File: src/rtl/timer_pkg.sv
// Shared types and constants for the stopwatch counting engine.
package timer_pkg;

  typedef enum logic [1:0] {
    ST_IDLE  = 2'd0,
    ST_RUN   = 2'd1,
    ST_PAUSE = 2'd2
  } state_e;

  // Command selected for the current cycle after priority resolution.
  typedef enum logic [2:0] {
    CMD_NONE  = 3'd0,
    CMD_CLEAR = 3'd1,
    CMD_LOAD  = 3'd2,
    CMD_START = 3'd3,
    CMD_PAUSE = 3'd4,
    CMD_DIR   = 3'd5
  } cmd_e;

  localparam int DIGIT_W    = 4;
  localparam int NUM_DIGITS = 4;

  localparam logic [DIGIT_W-1:0]            BCD_MAX   = 4'd9;
  localparam logic [DIGIT_W*NUM_DIGITS-1:0] COUNT_MAX = 16'h9999;

  function automatic logic bcd_valid(input logic [DIGIT_W*NUM_DIGITS-1:0] v);
    logic ok;
    ok = 1'b1;
    for (int i = 0; i < NUM_DIGITS; i++) begin
      if (v[i*DIGIT_W +: DIGIT_W] > BCD_MAX) ok = 1'b0;
    end
    return ok;
  endfunction

endpackage

File: src/rtl/bcd_digit.sv
// One BCD digit register: sync clear/load, up/down step on enable.
// co flags that an enabled step in the current direction would carry/borrow.
module bcd_digit
  import timer_pkg::*;
(
  input  logic               clk,
  input  logic               rst,
  input  logic               clr,
  input  logic               load,
  input  logic [DIGIT_W-1:0] load_val,
  input  logic               en,
  input  logic               up,
  output logic [DIGIT_W-1:0] q,
  output logic               co
);

  logic [DIGIT_W-1:0] q_q, q_d;

  always_comb begin
    co  = up ? (q_q == BCD_MAX) : (q_q == '0);
    q_d = q_q;
    if (clr) begin
      q_d = '0;
    end else if (load) begin
      q_d = load_val;
    end else if (en) begin
      if (up) q_d = (q_q == BCD_MAX) ? '0 : q_q + DIGIT_W'(1);
      else    q_d = (q_q == '0) ? BCD_MAX : q_q - DIGIT_W'(1);
    end
  end

  always_ff @(posedge clk) begin
    if (rst) q_q <= '0;
    else     q_q <= q_d;
  end

  assign q = q_q;

endmodule

File: src/rtl/stopwatch_core.sv
// Stopwatch counting engine: 100 Hz divider, IDLE/RUN/PAUSE FSM, direction
// flag and a four-digit BCD up/down counter with switch-value load.
module stopwatch_core
  import timer_pkg::*;
#(
  parameter int S100_PERIOD = 1_000_000
) (
  input  logic        Clk,
  input  logic        Rst,
  input  logic        Start_Pulse,
  input  logic        Pause_Pulse,
  input  logic        Dir_Pulse,
  input  logic        Clear_Pulse,
  input  logic        Load_Pulse,
  input  logic [15:0] Load_Value,
  output logic [15:0] Digits,
  output logic        Led_A,
  output logic        Led_B,
  output logic        Done,
  output state_e      Dbg_State
);

  localparam int DIV_W = (S100_PERIOD > 2) ? $clog2(S100_PERIOD) : 1;
  localparam logic [DIV_W-1:0] DIV_LAST = DIV_W'(S100_PERIOD - 1);

  state_e             state_q, state_d;
  logic               dir_q, dir_d;
  logic               done_q, done_d;
  logic [DIV_W-1:0]   div_q, div_d;

  cmd_e                    cmd;
  logic                    load_ok;
  logic                    tick;
  logic                    count_tick;
  logic                    down_zero;
  logic                    down_one;
  logic                    digit_en;
  logic [NUM_DIGITS-1:0]   en_chain;
  logic [NUM_DIGITS-1:0]   co;
  logic [DIGIT_W-1:0]      q_arr [NUM_DIGITS];

  // Only the highest-priority pulse is acted on; an out-of-range load is
  // dropped before priority so a lower pulse in the same cycle still counts.
  always_comb begin
    load_ok = bcd_valid(Load_Value);
    cmd     = CMD_NONE;
    if (Clear_Pulse)                 cmd = CMD_CLEAR;
    else if (Load_Pulse && load_ok)  cmd = CMD_LOAD;
    else if (Start_Pulse)            cmd = CMD_START;
    else if (Pause_Pulse)            cmd = CMD_PAUSE;
    else if (Dir_Pulse)              cmd = CMD_DIR;
  end

  assign tick       = (state_q == ST_RUN) && (div_q == DIV_LAST);
  assign count_tick = tick && (cmd == CMD_NONE);
  assign down_zero  = dir_q && (&co);
  assign down_one   = dir_q && (Digits == 16'h0001);
  assign digit_en   = count_tick && !down_zero;

  always_comb begin
    state_d = state_q;
    dir_d   = dir_q;
    div_d   = div_q;
    done_d  = 1'b0;
    if (state_q == ST_RUN) div_d = (div_q == DIV_LAST) ? '0 : div_q + DIV_W'(1);
    case (cmd)
      CMD_CLEAR, CMD_LOAD: begin
        state_d = ST_IDLE;
        div_d   = '0;
      end
      CMD_START: begin
        if (state_q == ST_IDLE) begin
          state_d = ST_RUN;
          div_d   = '0;
        end
      end
      CMD_PAUSE: begin
        if (state_q == ST_RUN)        state_d = ST_PAUSE;
        else if (state_q == ST_PAUSE) state_d = ST_RUN;
      end
      CMD_DIR: dir_d = ~dir_q;
      default: begin
        if (count_tick && (down_zero || down_one)) begin
          state_d = ST_IDLE;
          done_d  = 1'b1;
        end
      end
    endcase
  end

  always_ff @(posedge Clk) begin
    if (Rst) begin
      state_q <= ST_IDLE;
      dir_q   <= 1'b0;
      done_q  <= 1'b0;
      div_q   <= '0;
    end else begin
      state_q <= state_d;
      dir_q   <= dir_d;
      done_q  <= done_d;
      div_q   <= div_d;
    end
  end

  // Ripple chain h0 -> h1 -> S0 -> S1; index 0 is the hundredths digit.
  assign en_chain[0] = digit_en;

  for (genvar i = 0; i < NUM_DIGITS; i++) begin : g_digit
    if (i > 0) begin : g_chain
      assign en_chain[i] = en_chain[i-1] & co[i-1];
    end
    bcd_digit u_digit (
      .clk      (Clk),
      .rst      (Rst),
      .clr      (cmd == CMD_CLEAR),
      .load     (cmd == CMD_LOAD),
      .load_val (Load_Value[i*DIGIT_W +: DIGIT_W]),
      .en       (en_chain[i]),
      .up       (~dir_q),
      .q        (q_arr[i]),
      .co       (co[i])
    );
    assign Digits[i*DIGIT_W +: DIGIT_W] = q_arr[i];
  end

  assign Led_A     = (state_q == ST_RUN);
  assign Led_B     = dir_q;
  assign Done      = done_q;
  assign Dbg_State = state_q;

endmodule

File: config.mk
export PLATFORM = sky130hd
export DESIGN_NAME = stopwatch_core
export DESIGN_NICKNAME = d
export VERILOG_FILES = /design/src/rtl/timer_pkg.sv /design/src/rtl/bcd_digit.sv /design/src/rtl/stopwatch_core.sv
export SDC_FILE = /design/constraint.sdc
export NUM_CORES = 1
export LEC_CHECK = 0
export ABC_AREA = 1
export CAP_MARGIN = 20
export CORE_MARGIN = 3
export CORE_UTILIZATION = 45
export DETAILED_ROUTE_END_ITERATION = 7
export PLACE_DENSITY = 0.68
export SYNTH_ARGS = -nofsm -noshare
export SYNTH_HDL_FRONTEND = slang
export SYNTH_SLANG_ARGS = --single-unit
File: constraint.sdc
create_clock -name Clk -period 3.71 [get_ports Clk]
set_input_delay 1.113 -clock Clk [delete_from_list [all_inputs] [get_ports Clk]]
set_output_delay 1.113 -clock Clk [all_outputs]
set_load 0.01 [all_outputs]
* Word level (Yosys, flattened, before mapping) *
Index checks and enable logic that the tools add are counted.

operators by class
  add/subtract/negate cells = 9
  $lt $le $gt $ge = 4
  eq/ne operators = 15
  muxes and demuxes = 43
  bitwise gates (word level) = 5
  reduce and logical (&&, ||, !) cells = 25

operators with widths
  kind                   count
  $mux 4                 20
  $mux 20                3
  $pmux 20 s2            1
  $add 20x1->20 const B  1
  $eq 20x20->1 const B   1
  $add 4x1->4 const B    4
  $eq 16x1->1 const B    1
  $eq 4x4->1 const B     4
  $gt 4x4->1 const B     4
  $logic_not 4->1        4
  $sub 4x1->4 const B    4
  $mux 3                 5
  $mux 1                 9
  $mux 2                 4
  $pmux 2 s4             1
  $reduce_and 4->1       2
  $reduce_bool 2->1      4
  $logic_and 1x1->1      7
  $eq 3x2->1 const B     2
  $eq 3x3->1 const B     2
  $reduce_or 6->1        1
  $reduce_bool 4->1      1
  $reduce_or 2->1        2
  $and 1x1->1            3
  other kinds (10)       11

word-level totals
  flip-flop bits (word level) = 40
  bits of input ports = 23
  output and inout bits = 21
  logic and storage cells = 109

* Logic depth before layout (Yosys ltp) *
Gate-level depths: netlist of run 1.

  word-level depth = 16
  depth in mapped cells = 15
  gate-level depth less buffers = 14

* By module *
A second synthesis of run 1 with hierarchy kept.

second synthesis, totals
  cells, all modules = 477
  area total of the unflattened synthesis = 2846.5 µm²

by module, submodules not included
  module          instances  cells an instance  area each (µm²)  seq. area each (µm²)
  stopwatch_core  1          217                1480.2           480.5
  bcd_digit       4          65                 341.6            80.1

* Worst setup path before layout of run 1 *
OpenSTA, ideal clock, no wires.

  kind = input-to-reg
  from = in Load_Value[10]
  to = reg g_digit[1].u_digit.q_q[3]
  setup time = 0.113 ns
  arrival time = 2.239 ns
  required time = 3.597 ns
  path slack = 1.358 ns
  stages on the path = 9
  path buffers = 1
  path through = o21ai_0 -> nand3_2 -> nand2_2 -> nand3_4 -> buf_2 -> o21ai_0 -> o21ai_0 -> nor2_1 -> nor2_1

between the ends
  cells in the longest elaborated chain, start to end = 11
  elaborated cells between the ends (all ways) = 15
  classes of those cells = 1 x order compare; 2 x eq/ne; 5 x mux; 1 x bitwise; 6 x reduce/logical

ends and longest elaborated chain
  item                         line                   text
  start: declaration           stopwatch_core.sv:15   input logic [15:0] Load_Value,
  $gt 4x4->1 *                 timer_pkg.sv:30        if (v[i*DIGIT_W +: DIGIT_W] > BCD_MAX) ok = 1'b0;
  $mux 1 * (2 in a row)        timer_pkg.sv:30
  $logic_and 1x1->1 *          stopwatch_core.sv:48   else if (Load_Pulse && load_ok) cmd = CMD_LOAD;
  $mux 3 *                     stopwatch_core.sv:48
  $mux 3 *                     stopwatch_core.sv:47   if (Clear_Pulse) cmd = CMD_CLEAR;
  $logic_not 3->1              stopwatch_core.sv:55   assign count_tick = tick && (cmd == CMD_NONE);
  $logic_and 1x1->1            stopwatch_core.sv:55
  $logic_and 1x1->1            stopwatch_core.sv:58   assign digit_en = count_tick && !down_zero;
  $and 1x1->1                  stopwatch_core.sv:110  assign en_chain[i] = en_chain[i-1] & co[i-1];
  $reduce_bool 2->1 (no line)  n/a
  end signal: assignment       bcd_digit.sv:34        else q_q <= q_d;
  end: declaration             bcd_digit.sv:17        logic [DIGIT_W-1:0] q_q, q_d;

Every way passes the cells marked *; elsewhere a longest branch is shown, timed or not.
A chain may end at the register's enable or synchronous reset.

* Final worst setup path of run 1 *
  from = in Load_Value[10]
  to = reg g_digit[3].u_digit.q_q[1]

between the ends
  cells in the longest elaborated chain, start to end = 13
  elaborated cells between the ends (all ways) = 17
  classes of those cells = 1 x order compare; 2 x eq/ne; 5 x mux; 3 x bitwise; 6 x reduce/logical

ends and longest elaborated chain
  item                         line
  $gt 4x4->1 *                 timer_pkg.sv:30
  $mux 1 * (2 in a row)        timer_pkg.sv:30
  $logic_and 1x1->1 *          stopwatch_core.sv:48
  $mux 3 *                     stopwatch_core.sv:48
  $mux 3 *                     stopwatch_core.sv:47
  $logic_not 3->1              stopwatch_core.sv:55
  $logic_and 1x1->1            stopwatch_core.sv:55
  $logic_and 1x1->1            stopwatch_core.sv:58
  $and 1x1->1 (3 in a row)     stopwatch_core.sv:110
  $reduce_bool 2->1 (no line)  n/a
  end signal: assignment       bcd_digit.sv:34
  end: declaration             bcd_digit.sv:17

Marked as above.

==> metrics.md, run 1 <==
| Metric | Value |
|---|---|
| Largest area contributor in the netlist | `dfxtp_1` |
| Crit. End Element | `flop` |
| Slowest cell delay on critical path | `around 410 ps` |
| Reg2reg path depth | `11` |
| Worst-Skew Late Latency | `300 ps` |
| Detail Placement HPWL | `approximately 5200 µm` |
| DRT iter0 DRCs | `around 120` |
| RSZ-0062 raised after global routing | `false` |
| Max FO, Critical Path | `28` |
| Routed len/inst | `roughly 12 µm` |
| CP max stage cell | `clkdlybuf4s50_1` |
| Int Pwr | `0.0007119 W` |
| Max-cap violations | `0` |
| Layout area overhead | `20.29%` |
| Critical path class | `in -> reg` |
| Clock Pin Slew Worst Setup and Hold Paths | `80 ps` |
| Maximum VDD drop | `151.5 µV` |
| Total GRT Usage | `a little under 20%` |
| Fin cells | `595` |
| Placer Congestion | `about 0.84` |
| Drt first pass iters | `6` |
| Vias in the first global route | `2,646` |
| Worst slew margin | `between 40% and 50%` |
| Setup WS pre-CTS | `approximately 460 ps` |
| Avg Cell Area, Syn | `approximately 6 µm²` |
| Worst path buffer plus inverter count | `3` |
| Leakage power | `about 1.5 nW` |
| Post-route minimum period | `2920 ps` |
| Slew Viols, Final | `0` |
| Sw Ratio | `28.52%` |
| Nets | `between 500 and 600` |
| Initial core utilization | `a little under half` |
| Die width | `86.18 µm` |
| HP Class | `reg -> reg` |
| Worst r2r dst | `Dbg_State[1]` |
| Most frequent CP cell | `nand2_1` |
| Worst EP arrival | `between 3000 and 4000 ps` |
| Critical path launch point type | `input port` |
| Worst-path cell chain | `clkdlybuf4s50_1, o21ai_0, nand3_2, nand2_2, nand3_4, clkinv_2, nand2_1, nand2_1, inv_1, nand2_1, nand2_1, nor2_1` |
| R2r setup slk | `about 1300 ps` |
| Clk buf depth | `2` |
| Placed cells | `approximately 590` |
| Post-synth net total | `504` |
| First-pass GRT wire length | `11,900 µm` |
| Core box area | `about 0.0061 mm²` |
| Ports | `44` |
| R2r startpoint | `Led_B` |
| Residual DRC count | `0` |
| Hold-critical path depth | `2` |
| Initial antenna violation count | `0` |
| Yosys reg bits | `40` |
| Post-synthesis async set-or-reset flop share | `0%` |
| TNS Setup | `0 ps` |
| Part of the power in registers | `between 40 and 50%` |
| P_sw | `around 0.00028 W` |
| EDFF count, synth | `0` |
| CTS hold repair buffers | `0` |
| Total global routing overflow | `0` |
| Most frequent cell after synthesis | `nand2_1` |
| Vias | `3,013` |
| Cell Area, Synth | `0.002893 mm²` |
| Clock sink total | `40` |
| Final worst slack | `790.1 ps` |
| Clock skew | `6.881 ps` |
| Largest net degree at the start of global routing | `29` |
| Number of setup buffers added after CTS | `0` |
| Ys Warns | `0` |
| Total CTS buffers | `5` |
| Final Setup Violations | `0` |
| Status | `complete, no violations` |
| Via density | `around 5.1` |
| Max Clk Rate | `about 340 MHz` |
| Share of the synthesized area in the top cell type | `approximately 28%` |
| Pwr dens | `286.2 mW/mm²` |
| Sequential element share of the synthesized area | `around 28%` |
| Syn Inst Count | `between 400 and 500` |
| WHS Endpoint | `div_q[18]` |
| Row cnt | `28` |
| Dominant synthesized flop cell | `dfxtp_1` |
| H-tree levels | `2` |
| Hold Vio Cnt, Final | `0` |
| Area contributors post-synth | `dfxtp_1, nand2_1, nor2_1` |
| Worst slew pin tran | `840.1 ps` |
| PortBufs | `43` |
| Layout cells sized above 1 | `8.269%` |
| List of most frequent post-synthesis cells | `nand2_1, nor2_1, inv_1, dfxtp_1, o21ai_0` |
| Post-route cell area | `0.003480 mm²` |
| Number of diodes | `0` |
| HP Start | `div_q[18]` |
| Placed Area | `~0.0034 mm²` |
| Req. time, crit path | `roughly 4000 ps` |
| Comb pwr share | `between 10% and 20%` |
| Tcrit/Tclk final | `78.70%` |
| CTS tree | `yes` |
| Drt total wl | `between 6000 and 7000 µm` |
| Routed Antenna Nets | `0` |
| Die area | `0.007426 mm²` |
| Post-cts sizing count | `0` |
| CTS root buf | `clkbuf_8` |
| Clock network fraction of design power | `37.7%` |
| Kind of cell adding the most delay to the critical path | `simple AND/OR/NAND/NOR gates` |
| Die Y | `roughly 86 µm` |
| Post-synth cell types | `37` |
layout make-up:
type                       instances  area [µm²]
timing repair buffer              44       437.9
tap                               75       93.84
inverter                          61       232.7
fill                             622        2581
clock inverter                     3       46.29
multi-input combinational        367        1799
sequential                        40       800.8
clock buffer                       5       68.82
worst max-delay path by stage:
stage / start / to / slack [ps] / depth (start not counted)
2_1_floorplan: Load_Value[10] / g_digit[1].u_digit.q[3] / 1360 / 9
3_3_place_gp: Load_Value[10] / g_digit[3].u_digit.q[1] / 540 / 12
3_5_place_dp: Load_Value[10] / g_digit[3].u_digit.q[1] / 460 / 12
4_1_cts: Load_Value[10] / g_digit[3].u_digit.q[1] / 770 / 12
5_1_grt: Load_Value[10] / g_digit[3].u_digit.q[1] / 540 / 12
6_report: Load_Value[10] / g_digit[3].u_digit.q[1] / 790 / 12
worst reg2reg max path: cells and delay by family (launching register included):
family | cells | cell delay [ps]
AO/OA/AOI/OAI | 1 | 240
flip-flops | 1 | 660
buffers and inverters | 1 | 450
AND/OR/NAND/NOR | 9 | 940
cell usage in the layout, fill, tap and decap left out, drive strengths merged:
master         Yosys  routed
o31ai              3       3
mux2i              1       1
nor4               2       2
nor3              16      16
nand2            136     136
o21ai             31      31
a21o               1       1
xor2              12      12
a31oi              1       1
nor2             100     100
bufinv             0       1
o32ai              1       1
nand3             29      29
xnor2              3       3
clkinv             1       1
o211ai             1       1
clkbuf             4       5
nand4              5       5
and2               1       1
clkdlybuf4s50      0      43
inv               60      61
a21oi             19      19
dfxtp             40      40
o22ai              2       2
clkinvlp           0       1
ha                 3       3
buf                6       1
logic make-up after synthesis:
group                    Yosys count  share of synthesized area, %
multiplexers                       1                        0.3460
AO/OA/AOI/OAI                     59                         11.03
adder cells (fa/ha/maj)            3                         1.298
AND/OR/NAND/NOR                  289                         44.98
XOR/XNOR                          15                         4.542
flip-flops                        40                         27.68
buffers and inverters             71                         10.12
through the flow:
step                util [%]  power [W]  hold WS [ps]
floorplan                  -  0.0005661         452.4
global placement       55.51  0.0006280         470.6
detailed placement     55.51  0.0006291         482.2
CTS                    57.41   0.001005         493.6
global route           57.41   0.001042         528.3
finish                 57.41  0.0009960         492.8
flip-flops by register name, summed over array words and instances, names as in the netlist:
signal / count
g_digit.u_digit.q: 16
div_q: 20
Led_B: 1
Done: 1
Dbg_State: 2
per-layer routing:
metal | vias to the layer above | wire, µm | GRT usage, %
li1 | 1589 | - | -
met1 | 1331 | 3571 | 29.13
met2 | 89 | 2930 | 29.43
met3 | 4 | 408 | 3.232
met4 | 0 | 38 | 3.541
met5 | - | 0 | 0
power by group through the flow:
stage / Sequential [W] / Clock, W / Combinational, W
after global routing: 0.000450 / 0.000397 / 0.000195
after floorplan: 0.000457 / 0 / 0.000110
after global placement: 0.000458 / 0 / 0.000170
final: 0.000448 / 0.000375 / 0.000172
after CTS: 0.000448 / 0.000384 / 0.000172
after detailed placement: 0.000458 / 0 / 0.000171
(Power assumes the default switching activity.)
==> inputs of run 2 (changes only) <==
clock period = 2.7 ns   (was 3.71 ns; I/O delays follow)
==> metrics.md, run 2 (same netlist as run 1, synthesis figures left out) <==
| Metric | Value |
|---|---|
| Status | `complete, no violations` |
| Reg2reg path depth | `12 (+1)` |
| Area of the multi-input gates | `0.001799 mm² (unchanged)` |
| Vias in the first global route | `2,725 (+3.0%)` |
| Post-cts sizing count | `0 (unchanged)` |
| Clk buf depth | `2 (unchanged)` |
| Final Setup Violations | `0 (unchanged)` |
| Sw Ratio | `27.27% (-1.3 points)` |
| Drt first pass iters | `5 (-1)` |
| Total GRT Usage | `19.81% (+0.40 points)` |
| H-tree levels | `2 (unchanged)` |
| RSZ-0062 raised after global routing | `false` |
| Max FO, Critical Path | `8 (-71%)` |
| TNS Setup | `0 ps (unchanged)` |
| Die width | `86.18 µm (unchanged)` |
| PortBufs | `43 (unchanged)` |
| Top Metal Used | `met4` |
| Pwr Total | `0.001356 W (+36%)` |
| Crit. End Element | `output port` |
| Post-route minimum period | `2575 ps` |
| Routed wl met2 | `2958 µm (+0.96%)` |
| CTS root buf | `clkbuf_8` |
| WHS Endpoint | `div_q[18]` |
| Worst slew margin | `72.40% (+28 points)` |
| Number of diodes | `0 (unchanged)` |
| Final Util | `58.73% (+1.3 points)` |
| Largest net degree at the start of global routing | `22 (-24%)` |
| Hold Vio Cnt, Final | `0 (unchanged)` |
| Part of the power in registers | `45.2% (+0.2 points)` |
| Register area | `800.8 µm² (unchanged)` |
| Layout area overhead | `23.05%` |
| HP Class | `reg -> reg` |
| WL met3 | `371 µm (-9.1%)` |
| Commonest cells after routing, fill and taps aside | `nand2_1, nor2_1, inv_1` |
| Tcrit/Tclk final | `between 90 and 100%` |
| Placed Area | `0.003452 mm² (+2.6%)` |
| Max-cap violations | `0 (unchanged)` |
| Req. time, crit path | `1890 ps (-2060 ps)` |
| HP Start | `div_q[18]` |
| Initial antenna violation count | `0 (unchanged)` |
| Nets | `555 (+1.8%)` |
| Worst r2r dst | `g_digit[2].u_digit.q[3]` |
| Detail Placement HPWL | `5461 µm (+4.2%)` |
| Die Y | `86.18 µm (unchanged)` |
| Drt total wl | `7080 µm (+1.9%)` |
| Leakage power | `1.537 nW (+3.5%)` |
| P_sw | `0.0003699 W (+30%)` |
| Layout cells sized above 1 | `9.811% (+1.5 points)` |
| Worst EP arrival | `1760 ps (-1400 ps)` |
| Clock network fraction of design power | `35.9% (-1.8 points)` |
| Int Pwr | `0.0009865 W (+39%)` |
| Worst-Skew Late Latency | `290 ps (about the same)` |
| Total CTS buffers | `5 (unchanged)` |
| Number of setup buffers added after CTS | `0 (unchanged)` |
| Via density | `4.980 (-1.7%)` |
| Maximum VDD drop | `269.3 µV (+78%)` |
| Total global routing overflow | `0 (unchanged)` |
| Comb pwr share | `18.9% (+1.6 points)` |
| DRT iter0 DRCs | `143 (+18%)` |
| Routed len/inst | `11.70 µm (+0.22%)` |
| Vias | `3,013 (unchanged)` |
| Worst slew pin tran | `413.9 ps (-426.2 ps)` |
| R2r startpoint | `Dbg_State[0]` |
| Max FFs per register | `20 (unchanged)` |
| Largest Register | `div_q` |
| First-pass GRT wire length | `12,100 µm (+1.7%)` |
| Setup WS pre-CTS | `-5.833 ps (-465.1 ps)` |
| Ports | `44 (unchanged)` |
| Pwr dens | `381.0 mW/mm² (+33%)` |
| Fillers | `596 (-4.2%)` |
| R2r setup slk | `420 ps (-900 ps)` |
| Critical path launch point type | `flop` |
| Clock Pin Slew Worst Setup and Hold Paths | `80 ps (about the same)` |
| Clock sink total | `40 (unchanged)` |
| Commonest non-fill, non-tap cell in the layout | `nand2_1` |
| M1 WL | `3702 µm (+3.7%)` |
| Residual DRC count | `0 (unchanged)` |
| Critical path class | `reg -> out` |
| CTS tree | `yes` |
| Hold-critical path depth | `2 (unchanged)` |
| Routed Antenna Nets | `0 (unchanged)` |
| Slew Viols, Final | `0 (unchanged)` |
| Core box area | `0.006061 mm² (unchanged)` |
| Initial core utilization | `47.73% (unchanged)` |
| Row cnt | `28 (unchanged)` |
| Post-route cell area | `0.003560 mm² (+2.3%)` |
| Max Clk Rate | `a little under 400 MHz` |
| Clock skew | `6.387 ps (-0.4943 ps)` |
| CTS hold repair buffers | `0 (unchanged)` |
| Final worst slack | `125.0 ps (-665.1 ps)` |
| Placer Congestion | `0.9118 (+8.5%)` |
| Die area | `0.007426 mm² (unchanged)` |
==> run 2: changes by cell type in the layout (fill, tap and decap cells not counted) <==
cell,change
inv_6,-1
clkbuf_1,+1
clkinv_2,+1
buf_4,+9
buf_12,+1
clkinvlp_4,-1
==> run 2: cell type report <==
cell class	instances	share of cell area [%]
clock inverter	2	0.9842
timing repair buffer	54	14.76
inverter	61	6.538
clock buffer	6	2.039
multi-input combinational	367	50.54
sequential	40	22.50
tap	75	2.636
==> run 2: power groups by stage <==
stage | Clock [W] | Combinational, W | Sequential [W]
floorplan | 0 | 0.000150 | 0.000627
global placement | 0 | 0.000252 | 0.000627
detailed placement | 0 | 0.000254 | 0.000627
CTS | 0.000502 | 0.000256 | 0.000613
global route | 0.000523 | 0.000286 | 0.000615
finish | 0.000487 | 0.000256 | 0.000613
==> run 2: critical path, stage by stage (launching register included) <==
cell and delay, ps:
dfxtp_1 420, ha_1 440, clkdlybuf4s50_1 620
==> run 2: worst max-delay path by stage <==
stage / start / to / slack, ps / cells past startpoint
6_report: Dbg_State[0] / Led_A / 130 / 2
5_1_grt: Load_Value[14] / g_digit[2].u_digit.q[1] / 50 / 13
4_1_cts: Dbg_State[0] / Led_A / 140 / 2
3_5_place_dp: Load_Value[14] / g_digit[2].u_digit.q[1] / -6 / 13
3_3_place_gp: Load_Value[14] / g_digit[2].u_digit.q[3] / 50 / 13
2_1_floorplan: Load_Value[10] / g_digit[1].u_digit.q[3] / 650 / 9
==> run 2: routing by layer <==
layer | vias up | track usage (%)
met2 | 63 | 29.64
met5 | - | 0
met1 | 1334 | 29.69
met4 | 0 | 4.249
li1 | 1612 | -
met3 | 4 | 3.612
==> run 2: stage by stage <==
step,hold slack (ps),cells
global route,523.2,605
floorplan,452.4,478
finish,486.4,605
global placement,470.2,597
CTS,485.7,605
detailed placement,472.6,597
